===== config.mk =====
export PLATFORM = sky130hd
export DESIGN_NAME = mxdp_pipe
export DESIGN_NICKNAME = d
export VERILOG_FILES = /design/src/rtl/mxdp_pkg.sv /design/src/rtl/mxdp_stage.sv /design/src/rtl/mxdp_pipe.sv
export SDC_FILE = /design/constraint.sdc
export NUM_CORES = 1
export LEC_CHECK = 0
export CAP_MARGIN = 20
export CORE_ASPECT_RATIO = 0.75
export CORE_UTILIZATION = 32
export DETAILED_ROUTE_END_ITERATION = 12
export PLACE_DENSITY_LB_ADDON = 0.05
export SLEW_MARGIN = 5
export SYNTH_ARGS = -nofsm -noshare
export SYNTH_HDL_FRONTEND = slang
export SYNTH_SLANG_ARGS = --single-unit

===== constraint.sdc =====
create_clock -name clk -period 1.6 [get_ports clk]
set_input_delay 0.16 -clock clk [delete_from_list [all_inputs] [get_ports clk]]
set_output_delay 0.16 -clock clk [all_outputs]
set_load 0.1 [all_outputs]

===== src/rtl/mxdp_pkg.sv =====
// Shared limits and helpers for the N:1 datapath mux pipeline.
package mxdp_pkg;

   localparam int N_MIN   = 2;
   localparam int N_MAX   = 16;
   localparam int LAT_MIN = 1;
   localparam int LAT_MAX = 4;

   // Control bits that travel alongside each sample's data word
   typedef struct packed {
      logic v;
      logic err;
   } stg_flags_t;

   localparam int FLAG_W = $bits(stg_flags_t);

   function automatic int sel_width(input int n);
      return (n <= 2) ? 1 : $clog2(n);
   endfunction

   function automatic int stage_width(input int w);
      return w + FLAG_W;
   endfunction

endpackage


===== src/rtl/mxdp_stage.sv =====
// One pipeline register of {v, err, data}.
// Data only loads when a valid sample arrives, so bubbles and flushes keep the last word.
module mxdp_stage
   import mxdp_pkg::*;
#(
   parameter int W = 32
) (
   input  logic         clk,
   input  logic         rst,
   input  logic         flush_i,
   input  logic         stall_i,
   input  logic         v_i,
   input  logic         err_i,
   input  logic [W-1:0] data_i,
   output logic         v_o,
   output logic         err_o,
   output logic [W-1:0] data_o
);

   stg_flags_t   flags_q, flags_d;
   logic [W-1:0] data_q, data_d;

   always_comb begin
      flags_d = flags_q;
      data_d  = data_q;
      if (flush_i) begin
         flags_d = '0;
      end else if (!stall_i) begin
         flags_d.v   = v_i;
         flags_d.err = v_i & err_i;
         if (v_i) data_d = data_i;
      end
   end

   always_ff @(posedge clk) begin
      if (rst) begin
         flags_q <= '0;
         data_q  <= '0;
      end else begin
         flags_q <= flags_d;
         data_q  <= data_d;
      end
   end

   assign v_o    = flags_q.v;
   assign err_o  = flags_q.err;
   assign data_o = data_q;

endmodule


===== src/rtl/mxdp_pipe.sv =====
// N:1 datapath select with range check, followed by a LAT-deep register chain
// carrying valid and select-error alongside the data.
module mxdp_pipe
   import mxdp_pkg::*;
#(
   parameter  int W     = 32,
   parameter  int N     = 4,
   parameter  int LAT   = 1,
   localparam int SEL_W = sel_width(N)
) (
   input  logic             clk,
   input  logic             rst,
   input  logic             in_valid,
   input  logic [SEL_W-1:0] sel,
   input  logic [N*W-1:0]   din,
   input  logic             stall,
   input  logic             flush,
   output logic             out_valid,
   output logic [W-1:0]     dout,
   output logic             sel_err
);

   if (N < N_MIN || N > N_MAX || LAT < LAT_MIN || LAT > LAT_MAX) begin : g_bad_cfg
      $fatal(1, "mxdp_pipe: N or LAT out of supported range");
   end

   logic [W-1:0] mux_data;
   logic         mux_err;

   // Out-of-range selects yield zero data and flag the error with the sample
   always_comb begin
      mux_data = '0;
      mux_err  = 1'b1;
      for (int k = 0; k < N; k++) begin
         if (int'(sel) == k) begin
            mux_data = din[k*W +: W];
            mux_err  = 1'b0;
         end
      end
   end

   logic [LAT-1:0]        v_c;
   logic [LAT-1:0]        err_c;
   logic [LAT-1:0][W-1:0] data_c;

   for (genvar i = 0; i < LAT; i++) begin : g_stage
      logic         v_in;
      logic         err_in;
      logic [W-1:0] data_in;

      if (i == 0) begin : g_head
         assign v_in    = in_valid;
         assign err_in  = mux_err;
         assign data_in = mux_data;
      end else begin : g_link
         assign v_in    = v_c[i-1];
         assign err_in  = err_c[i-1];
         assign data_in = data_c[i-1];
      end

      mxdp_stage #(.W(W)) u_stage (
         .clk     (clk),
         .rst     (rst),
         .flush_i (flush),
         .stall_i (stall),
         .v_i     (v_in),
         .err_i   (err_in),
         .data_i  (data_in),
         .v_o     (v_c[i]),
         .err_o   (err_c[i]),
         .data_o  (data_c[i])
      );
   end

   assign out_valid = v_c[LAT-1];
   assign sel_err   = err_c[LAT-1];
   assign dout      = data_c[LAT-1];

endmodule


==> summary.txt, run 1 <==
Global route
  • Vias in the first global route: about 2100
  • Initial antenna violation count: 0
  • Total grt overflow: 0
  • First-pass GRT wire length: 10200 um
  • Largest net degree at the start of global routing: 33
  • GRT Total Usage: 20.5%

Finish
  • Most frequent cells in the layout: clkdlybuf4s50_1 (133), buf_12 (38), dfxtp_1 (34)
  • Commonest non-fill, non-tap cell in the layout: clkdlybuf4s50_1
  • Post-Layout Inst Area: 4100 um2
  • Share of cells above drive strength 1: between 20% and 30%
  • Multi-input logic area: 1100 um2
  • Nets: 425
  • Post-layout util: 70.7%
  • Antenna cells: 0
  • Area delta synth->final: 113%
  • Reg area: 681 um2
  • Non-Filler Instances: around 370
  • Fill cells: 416

Drt
  • Initial DRC count: 73
  • Post-route ant nets: 0
  • Drc violations: 0
  • Post-DR vias/cell: approximately 5.3
  • Drt first pass iters: 4
  • Via count: about 1900
  • Routed WL: 6030 um
  • Post-DR wirelength/cell: 16.4 um

STA
  • Final period util: 85.5%
  • RSZ-0062 raised after global routing: no
  • Max Fclk: 731 MHz
  • Worst Skew: 0 ps
  • Final setup vio count: 0
  • WHS: ~490 ps
  • Final worst path period need: about 1400 ps
  • Rel. slew slack: ~77%
  • Final slew viol count: 0
  • Setup ws final: 232 ps
  • Worst slew pin tran: 348 ps
  • Final Hold Vio Count: 0
  • Setup TNS: 0 ps

Clock tree
  • CTS root buffer: clkbuf_8
  • CTS clock-pin slew for the worst setup and hold paths: around 60 ps
  • CTS tree: yes
  • Cts bufs inserted: 5
  • H-Tree Depth: 2
  • Sink Count: 34
  • Post-cts resize count: 0
  • Hold-fix buffers at CTS: 0
  • Skew-Pair Late Insertion Delay: 280 ps
  • # Post-CTS Setup Buffers: 0
  • Clock Path Buffers: 2

Placement
  • Cells after DPL: 361
  • Post-DP HPWL: 4800 um
  • Number of I/O port buffers: 168
  • Placed Area: 4020 um2
  • Gp weighted congestion: approximately 0.67
  • Setup slack at placement: -50.3 ps

Power and ir drop
  • Leak Pwr: 1.48 nW
  • PwrDens: 603 nW/um2
  • Worst VDD drop: about 0.34 mV
  • Tot Pwr: 2.47 mW

Logic synthesis
  • Syn Nets: between 200 and 300
  • Synthesized area per cell: 15.7 um2
  • Area fraction of the dominant cell type after synthesis: 37.5%
  • Post-Syn Area: 1920 um2
  • Synth cell types: 14
  • Register area share after synthesis: 35.4%
  • Syn Inst Count: 122
  • Cell taking the most area after synthesis: mux4_2
  • Yosys reg bits: 34
  • Largest cells by area after synthesis: mux4_2 (38%), dfxtp_1 (35%), a32o_1 (17%)
  • Syn. warnings: 0

Setup path
  • Startpoint types: input pin
  • Worst setup EP type: register
  • Critical path class: in -> reg
  • CP Max Fanout: 32
  • Worst EP arrival: 1540 ps
  • Reg2reg start: g_stage[0].u_stage.data_o[3]$_SDFFE_PP0P_
  • Critical path startpoint: in_valid
  • Critical Path RT: about 1800 ps

Die
  • Row count: 24
  • IO Count: 169
  • Die Wd: ~91 um
  • Core region area: a little under 6000 um2
  • Die area: between 6000 and 7000 um2
  • Initial Util: roughly a third
  • Die Y-Extent: between 60 and 70 um

Run status
  • Outcome: finished clean

Hold path
  • Hold Path Class: reg -> reg
  • Hold wc startpoint: g_stage[0].u_stage.err_o$_SDFFE_PP0N_

Job
  • Max cap viols: 0
-- worst max-delay path, cell delays in order --
cell	delay, ps
clkdlybuf4s50_1	500
or3b_1	410
buf_12	190
a32o_1	270
-- path summary, 6_finish.rpt --
path                                               endpoint  slack, ps  cells after the start
hold / removal        g_stage[0].u_stage.err_o$_SDFFE_PP0N_        490                      2
setup / recovery  g_stage[0].u_stage.data_o[3]$_SDFFE_PP0P_        230                      4
setup reg to reg  g_stage[0].u_stage.data_o[3]$_SDFFE_PP0P_        920                      1
hold reg to reg       g_stage[0].u_stage.err_o$_SDFFE_PP0N_        490                      2
-- cell type report --
cell class | count | area share [%]
clock buffers | 7 | 1.86
inverters | 1 | 0.0916
multi-input cells | 70 | 26.8
flip-flops and latches | 34 | 16.6
well taps | 78 | 2.38
repair buffers | 178 | 52.3
-- report_power, final --
part | switching, mW | internal [mW]
clock network | 0.272 | 0.299
registers | 0.0336 | 0.880
logic | 0.407 | 0.579
-- synthesized netlist by cell type (all sizes together) --
cell / count
dfxtp: 34
a32o: 32
mux4: 32
buf: 14
clkbuf: 3
nor3: 2
inv: 1
mux2i: 1
nand2: 1
nor4b: 1
or3b: 1
-- cells by family (layout without fill, tap and decap cells) --
family                 after synthesis  count (layout)  synth area share [%]
AO/OA/AOI/OAI                       32              32                  16.7
multiplexers                        33              33                  38.0
AND/OR/NAND/NOR                      5               5                  1.95
buffers and inverters               18             186                  7.88
flip-flops                          34              34                  35.4
-- registers in the layout, summed over array words and instances, names as in the netlist --
signal                  count
g_stage.u_stage.err_o       1
g_stage.u_stage.data_o     32
g_stage.u_stage.v_o         1
-- layer usage --
metal	part of all wire [%]	vias to the layer above	track usage (%)
li1	-	883	-
met1	38	952	24.0
met2	52	93	36.2
met3	8.5	9	5.74
met4	1.3	0	6.53
met5	0	-	0
(Power assumes the default switching activity.)
==> run 2, diff against run 1 <==
--- a/config.mk
+++ b/config.mk
@@ -6,10 +6,13 @@
 export NUM_CORES = 1
 export LEC_CHECK = 0
 export CAP_MARGIN = 20
+export CELL_PAD_IN_SITES_DETAIL_PLACEMENT = 2
+export CELL_PAD_IN_SITES_GLOBAL_PLACEMENT = 2
 export CORE_ASPECT_RATIO = 0.75
-export CORE_UTILIZATION = 32
+export CORE_UTILIZATION = 18
 export DETAILED_ROUTE_END_ITERATION = 12
 export PLACE_DENSITY_LB_ADDON = 0.05
+export RECOVER_POWER = 100
 export SLEW_MARGIN = 5
 export SYNTH_ARGS = -nofsm -noshare
 export SYNTH_HDL_FRONTEND = slang
==> run 2 against run 1 <==
Net effect: register-to-register slack improved by 40 ps; die area increased by 76%; critical path depth unchanged; maximum frequency decreased by 3.0%; critical path type unchanged; largest cell class unchanged; largest power group is now the clock network; highest routed layer unchanged.
==> summary.txt, run 2 (synthesized netlist as in run 1, its figures left out) <==
Hold path
  • Hold path endpoint: g_stage[0].u_stage.err_o$_SDFFE_PP0N_
  • Hold wc startpoint: g_stage[0].u_stage.err_o$_SDFFE_PP0N_
  • Hold path depth: 2
  • Hold Path Class: reg -> reg

STA
  • Worst slew pin tran: about 570 ps
  • Final worst path period need: 1410 ps
  • Rel. slew slack: 61.9%
  • Final setup vio count: 0
  • Final Hold Vio Count: 0
  • Final period util: 88.1%
  • Final slew viol count: 0
  • Worst Skew: 0 ps
  • Max Fclk: 709 MHz
  • RSZ-0062 raised after global routing: no

Finish
  • Nets: 427
  • Fill cells: 1114
  • Commonest non-fill, non-tap cell in the layout: clkdlybuf4s50_1
  • Area delta synth->final: 94.1%
  • Number of flip-flops in the largest register: 32
  • Most frequent cells in the layout: clkdlybuf4s50_1 (131), dfxtp_1 (34), clkbuf_2 (34)
  • Share of cells above drive strength 1: about 30%
  • Antenna cells: 0
  • Post-Layout Inst Area: 3730 um2

Clock tree
  • Clock Path Buffers: 2
  • CTS root buffer: clkbuf_16
  • Post-cts resize count: 0
  • Hold-fix buffers at CTS: 0
  • H-Tree Depth: 2
  • CTS clock-pin slew for the worst setup and hold paths: 50 ps
  • CTS tree: yes
  • Sink Count: 34
  • Cts bufs inserted: 5
  • Skew-Pair Late Insertion Delay: 270 ps
  • # Post-CTS Setup Buffers: 0

Placement
  • Placed Area: 4100 um2
  • Gp weighted congestion: about 0.65
  • Number of I/O port buffers: between 150 and 200
  • Post-DP HPWL: ~6300 um

Drt
  • Initial DRC count: 33
  • Drc violations: 0
  • Post-DR vias/cell: 4.61
  • Routed WL: ~7800 um
  • Via count: approximately 2000
  • Post-DR wirelength/cell: 18.4 um
  • Drt first pass iters: 4
  • Post-route ant nets: 0

Power and ir drop
  • Tot Pwr: 2.72 mW
  • Leak Pwr: 1.39 nW
  • PwrDens: between 700 and 800 nW/um2
  • Worst VDD drop: 0.410 mV

Setup path
  • Reg2reg end: g_stage[0].u_stage.data_o[5]$_SDFFE_PP0P_
  • Critical path class: in -> reg
  • CP Max Fanout: 32
  • Startpoint types: input pin
  • Worst EP arrival: 1560 ps
  • Critical Path RT: 1750 ps
  • Reg2reg setup slack: 960 ps
  • Worst reg-to-reg path cell count: 1
  • Reg2reg start: g_stage[0].u_stage.data_o[5]$_SDFFE_PP0P_
  • Critical path startpoint: in_valid
  • Worst setup EP type: register

Die
  • Initial Util: between 15 and 20%
  • Die Y-Extent: approximately 91 um
  • Core region area: 10300 um2
  • Die Wd: 121 um
  • Row count: 32
  • Die area: 11100 um2
  • IO Count: 169

Global route
  • Vias in the first global route: 2228
  • GRT Total Usage: 14.6%
  • Total grt overflow: 0
  • Largest net degree at the start of global routing: 33
  • First-pass GRT wire length: between 10000 and 15000 um
  • Initial antenna violation count: 0

Job
  • Max cap viols: 0

Run status
  • Outcome: finished clean
run 2: layout make-up:
type | instances | area, um2 | area share (%)
tap | 136 | 170 | 4.56
sequential | 34 | 681 | 18.3
multi-input combinational | 70 | 1100 | 29.4
timing repair buffer | 180 | 1640 | 43.9
inverter | 1 | 3.75 | 0.101
clock buffer | 6 | 139 | 3.72
run 2: worst max path at each step:
stage,to,slack [ps]
detailed placement,g_stage[0].u_stage.data_o[9]$_SDFFE_PP0P_,-20
floorplan,g_stage[0].u_stage.v_o$_SDFFE_PP0N_,300
global placement,g_stage[0].u_stage.data_o[4]$_SDFFE_PP0P_,4
finish,g_stage[0].u_stage.data_o[5]$_SDFFE_PP0P_,190
global route,g_stage[0].u_stage.data_o[22]$_SDFFE_PP0P_,150
CTS,g_stage[0].u_stage.data_o[5]$_SDFFE_PP0P_,260
run 2: through the flow:
stage	TNS [ps]	worst slack, ps	cells	hold slack, ps	util (%)
after floorplan	0	302	122	236	-
after global placement	0	4.02	421	473	39.7
after detailed placement	-206	-20.9	421	486	39.7
after CTS	0	263	427	500	41.1
after global routing	0	150	427	478	36.1
final	0	190	427	457	36.1
run 2: layer usage:
layer / wire [um] / track usage, %
met1: 3460 / 17.9
met2: 3700 / 25.0
met3: 640 / 4.40
met4: 40 / 3.09
met5: 0 / 0
run 2: worst max-delay path: stages:
cell and delay (ps):
dlygate4sd3_1 540, or3b_1 400, buf_12 190, a32o_1 270
run 2: report_power, final:
group / total (mW) / leakage (nW) / internal [mW] / switching (mW)
sequential: 0.898 / 0.276 / 0.881 / 0.0164
clock: 0.914 / 0.0688 / 0.600 / 0.314
combinational: 0.904 / 1.05 / 0.480 / 0.424
==> run 3, diff against run 2 <==
--- a/config.mk
+++ b/config.mk
@@ -9,11 +9,11 @@
 export CELL_PAD_IN_SITES_DETAIL_PLACEMENT = 2
 export CELL_PAD_IN_SITES_GLOBAL_PLACEMENT = 2
 export CORE_ASPECT_RATIO = 0.75
-export CORE_UTILIZATION = 18
+export CORE_UTILIZATION = 16
 export DETAILED_ROUTE_END_ITERATION = 12
 export PLACE_DENSITY_LB_ADDON = 0.05
 export RECOVER_POWER = 100
-export SLEW_MARGIN = 5
+export SLEW_MARGIN = 10
 export SYNTH_ARGS = -nofsm -noshare
 export SYNTH_HDL_FRONTEND = slang
 export SYNTH_SLANG_ARGS = --single-unit
==> constraint.sdc (replaced) <==
create_clock -name clk -period 1.25 [get_ports clk]
set_input_delay 0.125 -clock clk [delete_from_list [all_inputs] [get_ports clk]]
set_output_delay 0.125 -clock clk [all_outputs]
set_load 0.1 [all_outputs]
==> run 3 against run 2 <==
Net effect: hold slack worse by 170 ps; clock skew stayed put; clock power up 39%; largest cell class unchanged; critical endpoint is now g_stage[0].u_stage.data_o[28]$_SDFFE_PP0P_; via count is 2.3% higher; design area up 6.7%; cell count grew 7.7%; critical path type unchanged; wire length up 11%.
==> summary.txt, run 3 (synthesized netlist as in run 1, its figures left out) <==
Setup path
  • CP Max Fanout: 8
  • Worst setup EP type: register
  • Critical path class: in -> reg
  • Reg2reg setup slack: 560 ps
  • CP max stage delay: around 450 ps
  • Startpoint types: input pin
  • Critical Path RT: 1420 ps
  • CP Cell Sequence: dlygate4sd2_1 > or3b_4 > clkbuf_2 > buf_16 > a32o_1
  • CP max-delay cell: or3b_4
  • Worst EP arrival: 1390 ps

Die
  • IO Count: between 150 and 200
  • Row count: 34
  • Die area: 12500 um2
  • Initial Util: 16.5%
  • Die Y-Extent: 96.9 um
  • Die Wd: 129 um
  • Core region area: 11700 um2

Drt
  • Post-DR wirelength/cell: 18.9 um
  • Post-DR vias/cell: 4.37
  • Via count: around 2000
  • Initial DRC count: 69
  • Post-route ant nets: 0
  • Drt first pass iters: 3
  • Routed WL: between 8000 and 9000 um
  • Drc violations: 0

Placement
  • Placed Area: 4160 um2
  • Post-DP HPWL: 6520 um
  • Cells after DPL: 446
  • Gp weighted congestion: 0.649
  • Number of I/O port buffers: 168

STA
  • Final slew viol count: 0
  • Max Fclk: 822 MHz
  • Final setup vio count: 0
  • RSZ-0062 raised after global routing: no
  • Final Hold Vio Count: 0
  • Rel. slew slack: between 70 and 80%
  • Final period util: a little over nine tenths
  • Setup TNS: 0 ps
  • Worst Skew: 0 ps
  • Final worst path period need: 1220 ps
  • Worst slew pin tran: 320 ps

Run status
  • Outcome: finished clean

Finish
  • Area delta synth->final: 107%
  • Post-Layout Inst Area: between 3000 and 4000 um2
  • Non-Filler Instances: 460
  • Nets: 432
  • Commonest non-fill, non-tap cell in the layout: clkdlybuf4s50_1
  • Antenna cells: 0
  • Share of cells above drive strength 1: around a third
  • Number of flip-flops in the largest register: 32
  • Most frequent cells in the layout: clkdlybuf4s50_1 (129), clkbuf_4 (34), dfxtp_1 (33)

Global route
  • Largest net degree at the start of global routing: 33
  • First-pass GRT wire length: 13400 um
  • Vias in the first global route: about 2300
  • Initial antenna violation count: 0
  • Total grt overflow: 0
  • GRT Total Usage: 14.6%

Power and ir drop
  • PwrDens: 915 nW/um2
  • Leak Pwr: roughly 1.5 nW
  • Worst VDD drop: 0.399 mV

Job
  • Max cap viols: 0

Clock tree
  • Cts bufs inserted: 5
  • CTS tree: yes
  • Clock Path Buffers: 2
  • H-Tree Depth: 2
  • Sink Count: 34
  • CTS root buffer: clkbuf_16
  • CTS clock-pin slew for the worst setup and hold paths: approximately 60 ps
  • Hold-fix buffers at CTS: 0
  • Skew-Pair Late Insertion Delay: 280 ps

Hold path
  • Hold Path Class: in -> reg
-- run 3: changes by cell type in the layout (fill, tap and decap cells not counted) --
| cell | before | now |
|---|---|---|
| buf_12 | 4 | 6 |
| buf_16 | 0 | 3 |
| buf_4 | 7 | 5 |
| buf_6 | 0 | 1 |
| clkbuf_2 | 34 | 2 |
| clkbuf_4 | 0 | 34 |
| clkdlybuf4s50_1 | 131 | 129 |
| clkinv_2 | 0 | 1 |
| dfxtp_1 | 34 | 33 |
| dfxtp_2 | 0 | 1 |
| dlygate4sd2_1 | 0 | 3 |
| dlygate4sd3_1 | 1 | 0 |
| or3b_1 | 1 | 0 |
| or3b_4 | 0 | 1 |
-- run 3: final cells by class --
cell class,instances,area (um2)
clock buffers,7,143
clock inverters,1,5.00
fillers,1233,7680
inverters,1,3.75
multi-input cells,70,1100
flip-flops and latches,34,682
well taps,162,203
repair buffers,185,1840
-- run 3: routing by layer --
| layer | up-vias | GRT usage, % | part of all wire [%] |
|---|---|---|---|
| li1 | 900 | - | - |
| met1 | 1011 | 17.1 | 39 |
| met2 | 90 | 25.1 | 49 |
| met3 | 11 | 5.42 | 9.9 |
| met4 | 0 | 3.44 | 1.5 |
| met5 | - | 0 | 0 |
-- run 3: worst paths after layout --
check / end / depth (start not counted) / start
setup reg to reg: g_stage[0].u_stage.data_o[29]$_SDFFE_PP0P_ / 1 / g_stage[0].u_stage.data_o[29]$_SDFFE_PP0P_
hold / removal: g_stage[0].u_stage.err_o$_SDFFE_PP0N_ / 3 / flush
hold reg to reg: g_stage[0].u_stage.err_o$_SDFFE_PP0N_ / 2 / g_stage[0].u_stage.err_o$_SDFFE_PP0N_
setup / recovery: g_stage[0].u_stage.data_o[28]$_SDFFE_PP0P_ / 5 / flush
-- run 3: report_power, final --
group,internal [mW],total (mW),switching (mW)
clock network,0.791,1.27,0.481
registers,1.13,1.15,0.0211
logic,0.665,1.22,0.555
total,2.58,3.64,1.06
-- run 3: critical path: cells and delay by family --
kind	cells	cell delay (ps)
buffers and inverters	3	550
and+or+nand+nor	1	450
AOI/OAI and AO/OA	1	250
-- run 3: timing repair --
item	in CTS	in global routing
resized for setup	10	1
cloned	3	0
pin swaps	4	0
endpoints found under the setup margin	32	1
buffers inserted	3	0
-- run 3: per-stage QoR --
| step | util [%] | total power [mW] | hold WS [ps] | worst slack, ps |
|---|---|---|---|---|
| after floorplan | - | 1.80 | 194 | 0.399 |
| after global placement | 35.6 | 2.50 | 484 | -319 |
| after detailed placement | 35.6 | 2.51 | 484 | -338 |
| after CTS | 37.9 | 3.83 | 288 | 52.0 |
| after global routing | 34.1 | 3.80 | 301 | 8.55 |
| final | 34.1 | 3.64 | 283 | 32.8 |
